==> src/rtl/axi_lite_pkg.sv <==
`default_nettype none
// ============================================================================
// axi_lite_pkg : shared states, response codes and PROT default
// Revision     : 1.0
// ============================================================================
package axi_lite_pkg;

  typedef enum logic [2:0] {
    ST_IDLE    = 3'd0,
    ST_WR      = 3'd1,
    ST_WR_RESP = 3'd2,
    ST_RD_ADDR = 3'd3,
    ST_RD_DATA = 3'd4,
    ST_RSP     = 3'd5
  } state_e;

  localparam logic [1:0] RESP_OKAY   = 2'b00;
  localparam logic [1:0] RESP_EXOKAY = 2'b01;
  localparam logic [1:0] RESP_SLVERR = 2'b10;
  localparam logic [1:0] RESP_DECERR = 2'b11;

  localparam logic [2:0] PROT_DEFAULT = 3'b000;

endpackage
`default_nettype wire

==> src/rtl/axi_lite_timeout.sv <==
`default_nettype none
// ============================================================================
// axi_lite_timeout : saturating per-state cycle counter with expiry compare
// Revision         : 1.0
// ============================================================================
module axi_lite_timeout #(
  parameter int TIMEOUT_CYCLES = 256
) (
  input  logic clk,
  input  logic rst_n,
  input  logic clear,
  input  logic enable,
  output logic expired
);

  localparam int CNT_W = (TIMEOUT_CYCLES > 1) ? $clog2(TIMEOUT_CYCLES + 1) : 1;
  localparam logic [CNT_W-1:0] CNT_MAX  = CNT_W'(TIMEOUT_CYCLES);
  localparam logic [CNT_W-1:0] CNT_LAST = CNT_W'((TIMEOUT_CYCLES > 0) ? TIMEOUT_CYCLES - 1 : 0);

  logic [CNT_W-1:0] cnt_q;
  logic [CNT_W-1:0] cnt_d;

  always_comb begin
    cnt_d = cnt_q;
    if (clear) begin
      cnt_d = '0;
    end else if (enable && (cnt_q != CNT_MAX)) begin
      cnt_d = cnt_q + CNT_W'(1);
    end
  end

  always_ff @(posedge clk) begin
    if (!rst_n) begin
      cnt_q <= '0;
    end else begin
      cnt_q <= cnt_d;
    end
  end

  // Fires during the cycle that completes TIMEOUT_CYCLES cycles in the state.
  if (TIMEOUT_CYCLES == 0) begin : g_no_timeout
    assign expired = 1'b0;
  end else begin : g_timeout
    assign expired = enable && (cnt_q >= CNT_LAST);
  end

endmodule
`default_nettype wire

==> src/rtl/axi_lite_master.sv <==
`default_nettype none
// ============================================================================
// axi_lite_master : single-outstanding command-to-AXI4-Lite master
// Revision        : 1.0
// ============================================================================
module axi_lite_master
  import axi_lite_pkg::*;
#(
  parameter int ADDR_WIDTH     = 32,
  parameter int DATA_WIDTH     = 32,
  parameter int TIMEOUT_CYCLES = 256
) (
  input  logic                      M_AXI_ACLK,
  input  logic                      M_AXI_ARESETN,
  input  logic                      cmd_valid,
  output logic                      cmd_ready,
  input  logic                      cmd_write,
  input  logic [ADDR_WIDTH-1:0]     cmd_addr,
  input  logic [DATA_WIDTH-1:0]     cmd_wdata,
  input  logic [DATA_WIDTH/8-1:0]   cmd_wstrb,
  output logic                      rsp_valid,
  input  logic                      rsp_ready,
  output logic [DATA_WIDTH-1:0]     rsp_rdata,
  output logic [1:0]                rsp_resp,
  output logic                      rsp_timeout,
  output logic [ADDR_WIDTH-1:0]     M_AXI_AWADDR,
  output logic [2:0]                M_AXI_AWPROT,
  output logic                      M_AXI_AWVALID,
  input  logic                      M_AXI_AWREADY,
  output logic [DATA_WIDTH-1:0]     M_AXI_WDATA,
  output logic [DATA_WIDTH/8-1:0]   M_AXI_WSTRB,
  output logic                      M_AXI_WVALID,
  input  logic                      M_AXI_WREADY,
  input  logic [1:0]                M_AXI_BRESP,
  input  logic                      M_AXI_BVALID,
  output logic                      M_AXI_BREADY,
  output logic [ADDR_WIDTH-1:0]     M_AXI_ARADDR,
  output logic [2:0]                M_AXI_ARPROT,
  output logic                      M_AXI_ARVALID,
  input  logic                      M_AXI_ARREADY,
  input  logic [DATA_WIDTH-1:0]     M_AXI_RDATA,
  input  logic [1:0]                M_AXI_RRESP,
  input  logic                      M_AXI_RVALID,
  output logic                      M_AXI_RREADY
);

  state_e                    state_q,       state_d;
  logic [ADDR_WIDTH-1:0]     addr_q,        addr_d;
  logic [DATA_WIDTH-1:0]     wdata_q,       wdata_d;
  logic [DATA_WIDTH/8-1:0]   wstrb_q,       wstrb_d;
  logic                      aw_done_q,     aw_done_d;
  logic                      w_done_q,      w_done_d;
  logic [DATA_WIDTH-1:0]     rsp_rdata_q,   rsp_rdata_d;
  logic [1:0]                rsp_resp_q,    rsp_resp_d;
  logic                      rsp_timeout_q, rsp_timeout_d;

  logic aw_hs;
  logic w_hs;
  logic timeout_hit;
  logic timeout_clear;
  logic timeout_en;

  assign timeout_en = (state_q == ST_WR) || (state_q == ST_WR_RESP) ||
                      (state_q == ST_RD_ADDR) || (state_q == ST_RD_DATA);
  assign timeout_clear = (state_d != state_q);

  axi_lite_timeout #(
    .TIMEOUT_CYCLES (TIMEOUT_CYCLES)
  ) u_timeout (
    .clk     (M_AXI_ACLK),
    .rst_n   (M_AXI_ARESETN),
    .clear   (timeout_clear),
    .enable  (timeout_en),
    .expired (timeout_hit)
  );

  assign aw_hs = M_AXI_AWVALID && M_AXI_AWREADY;
  assign w_hs  = M_AXI_WVALID  && M_AXI_WREADY;

  always_comb begin
    state_d       = state_q;
    addr_d        = addr_q;
    wdata_d       = wdata_q;
    wstrb_d       = wstrb_q;
    aw_done_d     = aw_done_q;
    w_done_d      = w_done_q;
    rsp_rdata_d   = rsp_rdata_q;
    rsp_resp_d    = rsp_resp_q;
    rsp_timeout_d = rsp_timeout_q;

    unique case (state_q)
      ST_IDLE: begin
        if (cmd_valid) begin
          addr_d    = cmd_addr;
          wdata_d   = cmd_wdata;
          wstrb_d   = cmd_wstrb;
          aw_done_d = 1'b0;
          w_done_d  = 1'b0;
          state_d   = cmd_write ? ST_WR : ST_RD_ADDR;
        end
      end
      ST_WR: begin
        aw_done_d = aw_done_q || aw_hs;
        w_done_d  = w_done_q  || w_hs;
        // Any handshake this cycle takes priority over an expiring counter.
        if (aw_done_d && w_done_d) begin
          state_d = ST_WR_RESP;
        end else if (timeout_hit && !aw_hs && !w_hs) begin
          state_d       = ST_RSP;
          rsp_rdata_d   = '0;
          rsp_resp_d    = RESP_SLVERR;
          rsp_timeout_d = 1'b1;
        end
      end
      ST_WR_RESP: begin
        if (M_AXI_BVALID) begin
          state_d       = ST_RSP;
          rsp_rdata_d   = '0;
          rsp_resp_d    = M_AXI_BRESP;
          rsp_timeout_d = 1'b0;
        end else if (timeout_hit) begin
          state_d       = ST_RSP;
          rsp_rdata_d   = '0;
          rsp_resp_d    = RESP_SLVERR;
          rsp_timeout_d = 1'b1;
        end
      end
      ST_RD_ADDR: begin
        if (M_AXI_ARREADY) begin
          state_d = ST_RD_DATA;
        end else if (timeout_hit) begin
          state_d       = ST_RSP;
          rsp_rdata_d   = '0;
          rsp_resp_d    = RESP_SLVERR;
          rsp_timeout_d = 1'b1;
        end
      end
      ST_RD_DATA: begin
        if (M_AXI_RVALID) begin
          state_d       = ST_RSP;
          rsp_rdata_d   = M_AXI_RDATA;
          rsp_resp_d    = M_AXI_RRESP;
          rsp_timeout_d = 1'b0;
        end else if (timeout_hit) begin
          state_d       = ST_RSP;
          rsp_rdata_d   = '0;
          rsp_resp_d    = RESP_SLVERR;
          rsp_timeout_d = 1'b1;
        end
      end
      ST_RSP: begin
        if (rsp_ready) begin
          state_d = ST_IDLE;
        end
      end
      default: begin
        state_d = ST_IDLE;
      end
    endcase
  end

  always_ff @(posedge M_AXI_ACLK) begin
    if (!M_AXI_ARESETN) begin
      state_q       <= ST_IDLE;
      addr_q        <= '0;
      wdata_q       <= '0;
      wstrb_q       <= '0;
      aw_done_q     <= 1'b0;
      w_done_q      <= 1'b0;
      rsp_rdata_q   <= '0;
      rsp_resp_q    <= RESP_OKAY;
      rsp_timeout_q <= 1'b0;
    end else begin
      state_q       <= state_d;
      addr_q        <= addr_d;
      wdata_q       <= wdata_d;
      wstrb_q       <= wstrb_d;
      aw_done_q     <= aw_done_d;
      w_done_q      <= w_done_d;
      rsp_rdata_q   <= rsp_rdata_d;
      rsp_resp_q    <= rsp_resp_d;
      rsp_timeout_q <= rsp_timeout_d;
    end
  end

  // Every channel control is a decode of registered state, so none depends on a READY input.
  assign cmd_ready     = (state_q == ST_IDLE);
  assign M_AXI_AWADDR  = addr_q;
  assign M_AXI_AWPROT  = PROT_DEFAULT;
  assign M_AXI_AWVALID = (state_q == ST_WR) && !aw_done_q;
  assign M_AXI_WDATA   = wdata_q;
  assign M_AXI_WSTRB   = wstrb_q;
  assign M_AXI_WVALID  = (state_q == ST_WR) && !w_done_q;
  assign M_AXI_BREADY  = (state_q == ST_WR_RESP);
  assign M_AXI_ARADDR  = addr_q;
  assign M_AXI_ARPROT  = PROT_DEFAULT;
  assign M_AXI_ARVALID = (state_q == ST_RD_ADDR);
  assign M_AXI_RREADY  = (state_q == ST_RD_DATA);
  assign rsp_valid     = (state_q == ST_RSP);
  assign rsp_rdata     = rsp_rdata_q;
  assign rsp_resp      = rsp_resp_q;
  assign rsp_timeout   = rsp_timeout_q;

endmodule
`default_nettype wire

==> config.mk <==
export PLATFORM = sky130hd
export DESIGN_NAME = axi_lite_master
export DESIGN_NICKNAME = d
export VERILOG_FILES = /design/src/rtl/axi_lite_pkg.sv /design/src/rtl/axi_lite_timeout.sv /design/src/rtl/axi_lite_master.sv
export SDC_FILE = /design/constraint.sdc
export NUM_CORES = 1
export LEC_CHECK = 0
export BUFFER_PORTS_ARGS = -buffer_cell sky130_fd_sc_hd__buf_2
export CAP_MARGIN = 0
export CORE_ASPECT_RATIO = 1.1
export CORE_UTILIZATION = 43
export DETAILED_ROUTE_END_ITERATION = 7
export GPL_TIMING_DRIVEN = 0
export PLACE_DENSITY_LB_ADDON = 0.3
export SLEW_MARGIN = 10
export SYNTH_ARGS = -nofsm -noshare
export SYNTH_HDL_FRONTEND = slang
export SYNTH_SLANG_ARGS = --single-unit
==> constraint.sdc <==
create_clock -name M_AXI_ACLK -period 3.5 [get_ports M_AXI_ACLK]
set_input_delay 0.7 -clock M_AXI_ACLK [delete_from_list [all_inputs] [get_ports M_AXI_ACLK]]
set_output_delay 0.7 -clock M_AXI_ACLK [all_outputs]
set_load 0.03 [all_outputs]
==> results.toml <==
[run_status]
status = "finished, final reports clean"

[cells_and_area]
diodes = 0
final_cell_mix = "buf_2 (261), nand2_1 (156), dfxtp_1 (117)"
final_common_cell = "buf_2"
fin_nets = 976
layout-drive-gt1-share_pct = 40.0
areaGrowthSynthToFinish_pct = 41.9

[die]
num_io_pins = 262
die_x_um = 105
dieArea_um2 = 12000
fp.dieH_um = 115
initial_core_util_pct = 44.8
coreArea_um2 = 11100
rows = 40

[clock_network]
clock_latency_ps = 410
cts_root_buf = "clkbuf_16"
numCtsBuffers = 17
cts_resized = 0
hold_buffers = 0
cts_buffer_depth = 2
h-tree-depth = 4
cts_setup_buffers = 0
cts_sinks = 117
cts_tree = "yes"
clk_pin_slew_ps = 50

[synth]
ys_seq_area_share_pct = 47.1
async_flop_share_pct = 0
synth_edf_count = 0
synth-seq-cells = 117
yosysTopAreaCell = "dfxtp_1"
syn_area_um2 = 4970
ys_warn_count = 0
synth-main-ff-cell = "dfxtp_1"
synth_area_leaders = "dfxtp_1 (47%), nand2_1 (12%), a21boi_0 (9.8%)"
postSynthAreaPerCell_um2 = 8.58
synth.distinct_cells = 48
synthCells = 580
yosysTopAreaCellShare_pct = 47.1

[timing]
rsz0062_at_grt = "no"
maxSlewViolCount = 0
timing.clock.skew_ps = 12.5
max_freq_mhz = 415
min_period_over_period_pct = 68.8
tns_ps = 0
worst_pin_slew_ps = 522
hold_viol = 0
period_needed_ps = 2410
setup_viol_count_final = 0
hold_slack_ps = 456
slew_headroom_pct = 65.2

[grt]
grt_pass1_vias = 4438
grt-ovfl-total = 0
grt_pass1_wl_mm = 22.0
grt_max_degree = 17
grt_antenna_before_repair = 0
track_usage_pct = 23.4

[routing]
highest_layer = "met4"
avgRoutedWirePerCell_um = 13.7
drt_iter0_drc = 206
ant_nets = 0
drc = 0
route.met2.wl_mm = 6.83
via_per_inst = 4.77
first_pass_iters = 4
met3_length_um = 967
vias = 4851
wl_mm = 13.9
wl_met1_mm = 5.95

[critical_path]
crit_path_start_kind = "flip-flop"
required_ps = 2800
critPathKind = "flip-flop to output port"
arrival_ps = 1710
cp_max_fo = 9
crit_path_end_kind = "output port"

[place]
place.gp.congestion = 0.822
io_buffers = 255
post-dp-hpwl_mm = 10.7

[power]
peakVddDrop_mv = 0.310
leakage_uw = 0.00344
powerDensity_nw_per_um2 = 636

[hold_path]
hp-class = "flip-flop to flip-flop"

[flow_run]
drv_cap = 0
==> worst max-delay path, stage by stage (launching register included) <==
cell and delay, ps:
dfxtp_1 310, buf_4 140, nor2b_1 370, nor2b_4 270, buf_2 220
==> report_power, final <==
part / internal [uW] / total, uW / leakage (uW) / switching (uW)
Combinational: 401 / 1190 / 0.00220 / 788
Clock: 1120 / 1760 / 0.000282 / 641
Sequential: 1450 / 1530 / 0.000954 / 79.0
==> layer usage <==
layer,vias to the layer above,global-route usage (%)
met5,-,0
met4,0,8.57
met3,16,7.09
met2,191,40.1
met1,2168,27.7
li1,2476,-
==> cell families after synthesis <==
| family | share of synthesized area, % |
|---|---|
| DFF | 47.1 |
| other | 0.0754 |
| buffers and inverters | 9.41 |
| AOI/OAI and AO/OA | 20.6 |
| muxes | 0.906 |
| adders and majority gates | 0.755 |
| and+or+nand+nor | 19.9 |
| xor gates and xnor gates | 1.23 |
==> path summary, 6_finish.rpt <==
path | slack, ps | to | startpoint | depth (start not counted)
worst max register to register | 1110 | u_timeout.cnt_q[5] | u_timeout.cnt_q[0] | 10
worst min-delay path | 460 | M_AXI_WSTRB[1] | M_AXI_WSTRB[1] | 2
worst max-delay path | 1090 | M_AXI_BREADY | state_q[1] | 4
worst min register to register | 460 | M_AXI_WSTRB[1] | M_AXI_WSTRB[1] | 2
==> flip-flops by register name, indices dropped and copies added (netlist names) <==
name / count
rsp_rdata: 32
rsp_timeout: 1
rsp_resp: 2
u_timeout.cnt_q: 9
state_q: 3
aw_done_q: 1
M_AXI_WDATA: 32
M_AXI_WSTRB: 4
w_done_q: 1
M_AXI_ARADDR: 32
==> metrics by stage <==
step | utilization, % | std cells | total power [uW] | setup slack, ps | area (um^2)
5_1_grt | 63.5 | 1018 | 4700 | 926 | 7060
6_report | 63.5 | 1018 | 4480 | 1090 | 7060
3_3_place_gp | 58.1 | 987 | 2750 | 1140 | 6450
3_5_place_dp | 58.1 | 987 | 2760 | 1120 | 6450
2_1_floorplan | - | 585 | 2390 | 1360 | 4990
4_1_cts | 63.5 | 1018 | 4520 | 1070 | 7060
==> cells in the mapped netlist, drive strengths merged (2+ instances only) <==
cell type  instances
a21boi            65
a21oi             13
a22o              22
a22oi              2
a31oi              3
and2               2
and3               3
buf               49
clkbuf            23
dfxtp            117
ha                 3
inv                7
mux2i              3
nand2            156
nand2b             5
nand3              4
nand3b             2
nand4              4
nor2              21
nor2b              7
nor3              15
o211a              2
o21ai             30
or3b               2
xnor2              3
xor2               4
==> area by class of cell <==
type / instances / area [um^2]
fillers: 1041 / 4060
flip-flops and latches: 117 / 2340
multi-input cells: 389 / 2180
repair buffers: 255 / 1280
plain buffers: 72 / 442
clock buffers: 17 / 425
well taps: 147 / 184
clock inverters: 14 / 178
inverters: 7 / 26.3
(Power assumes the default switching activity.)
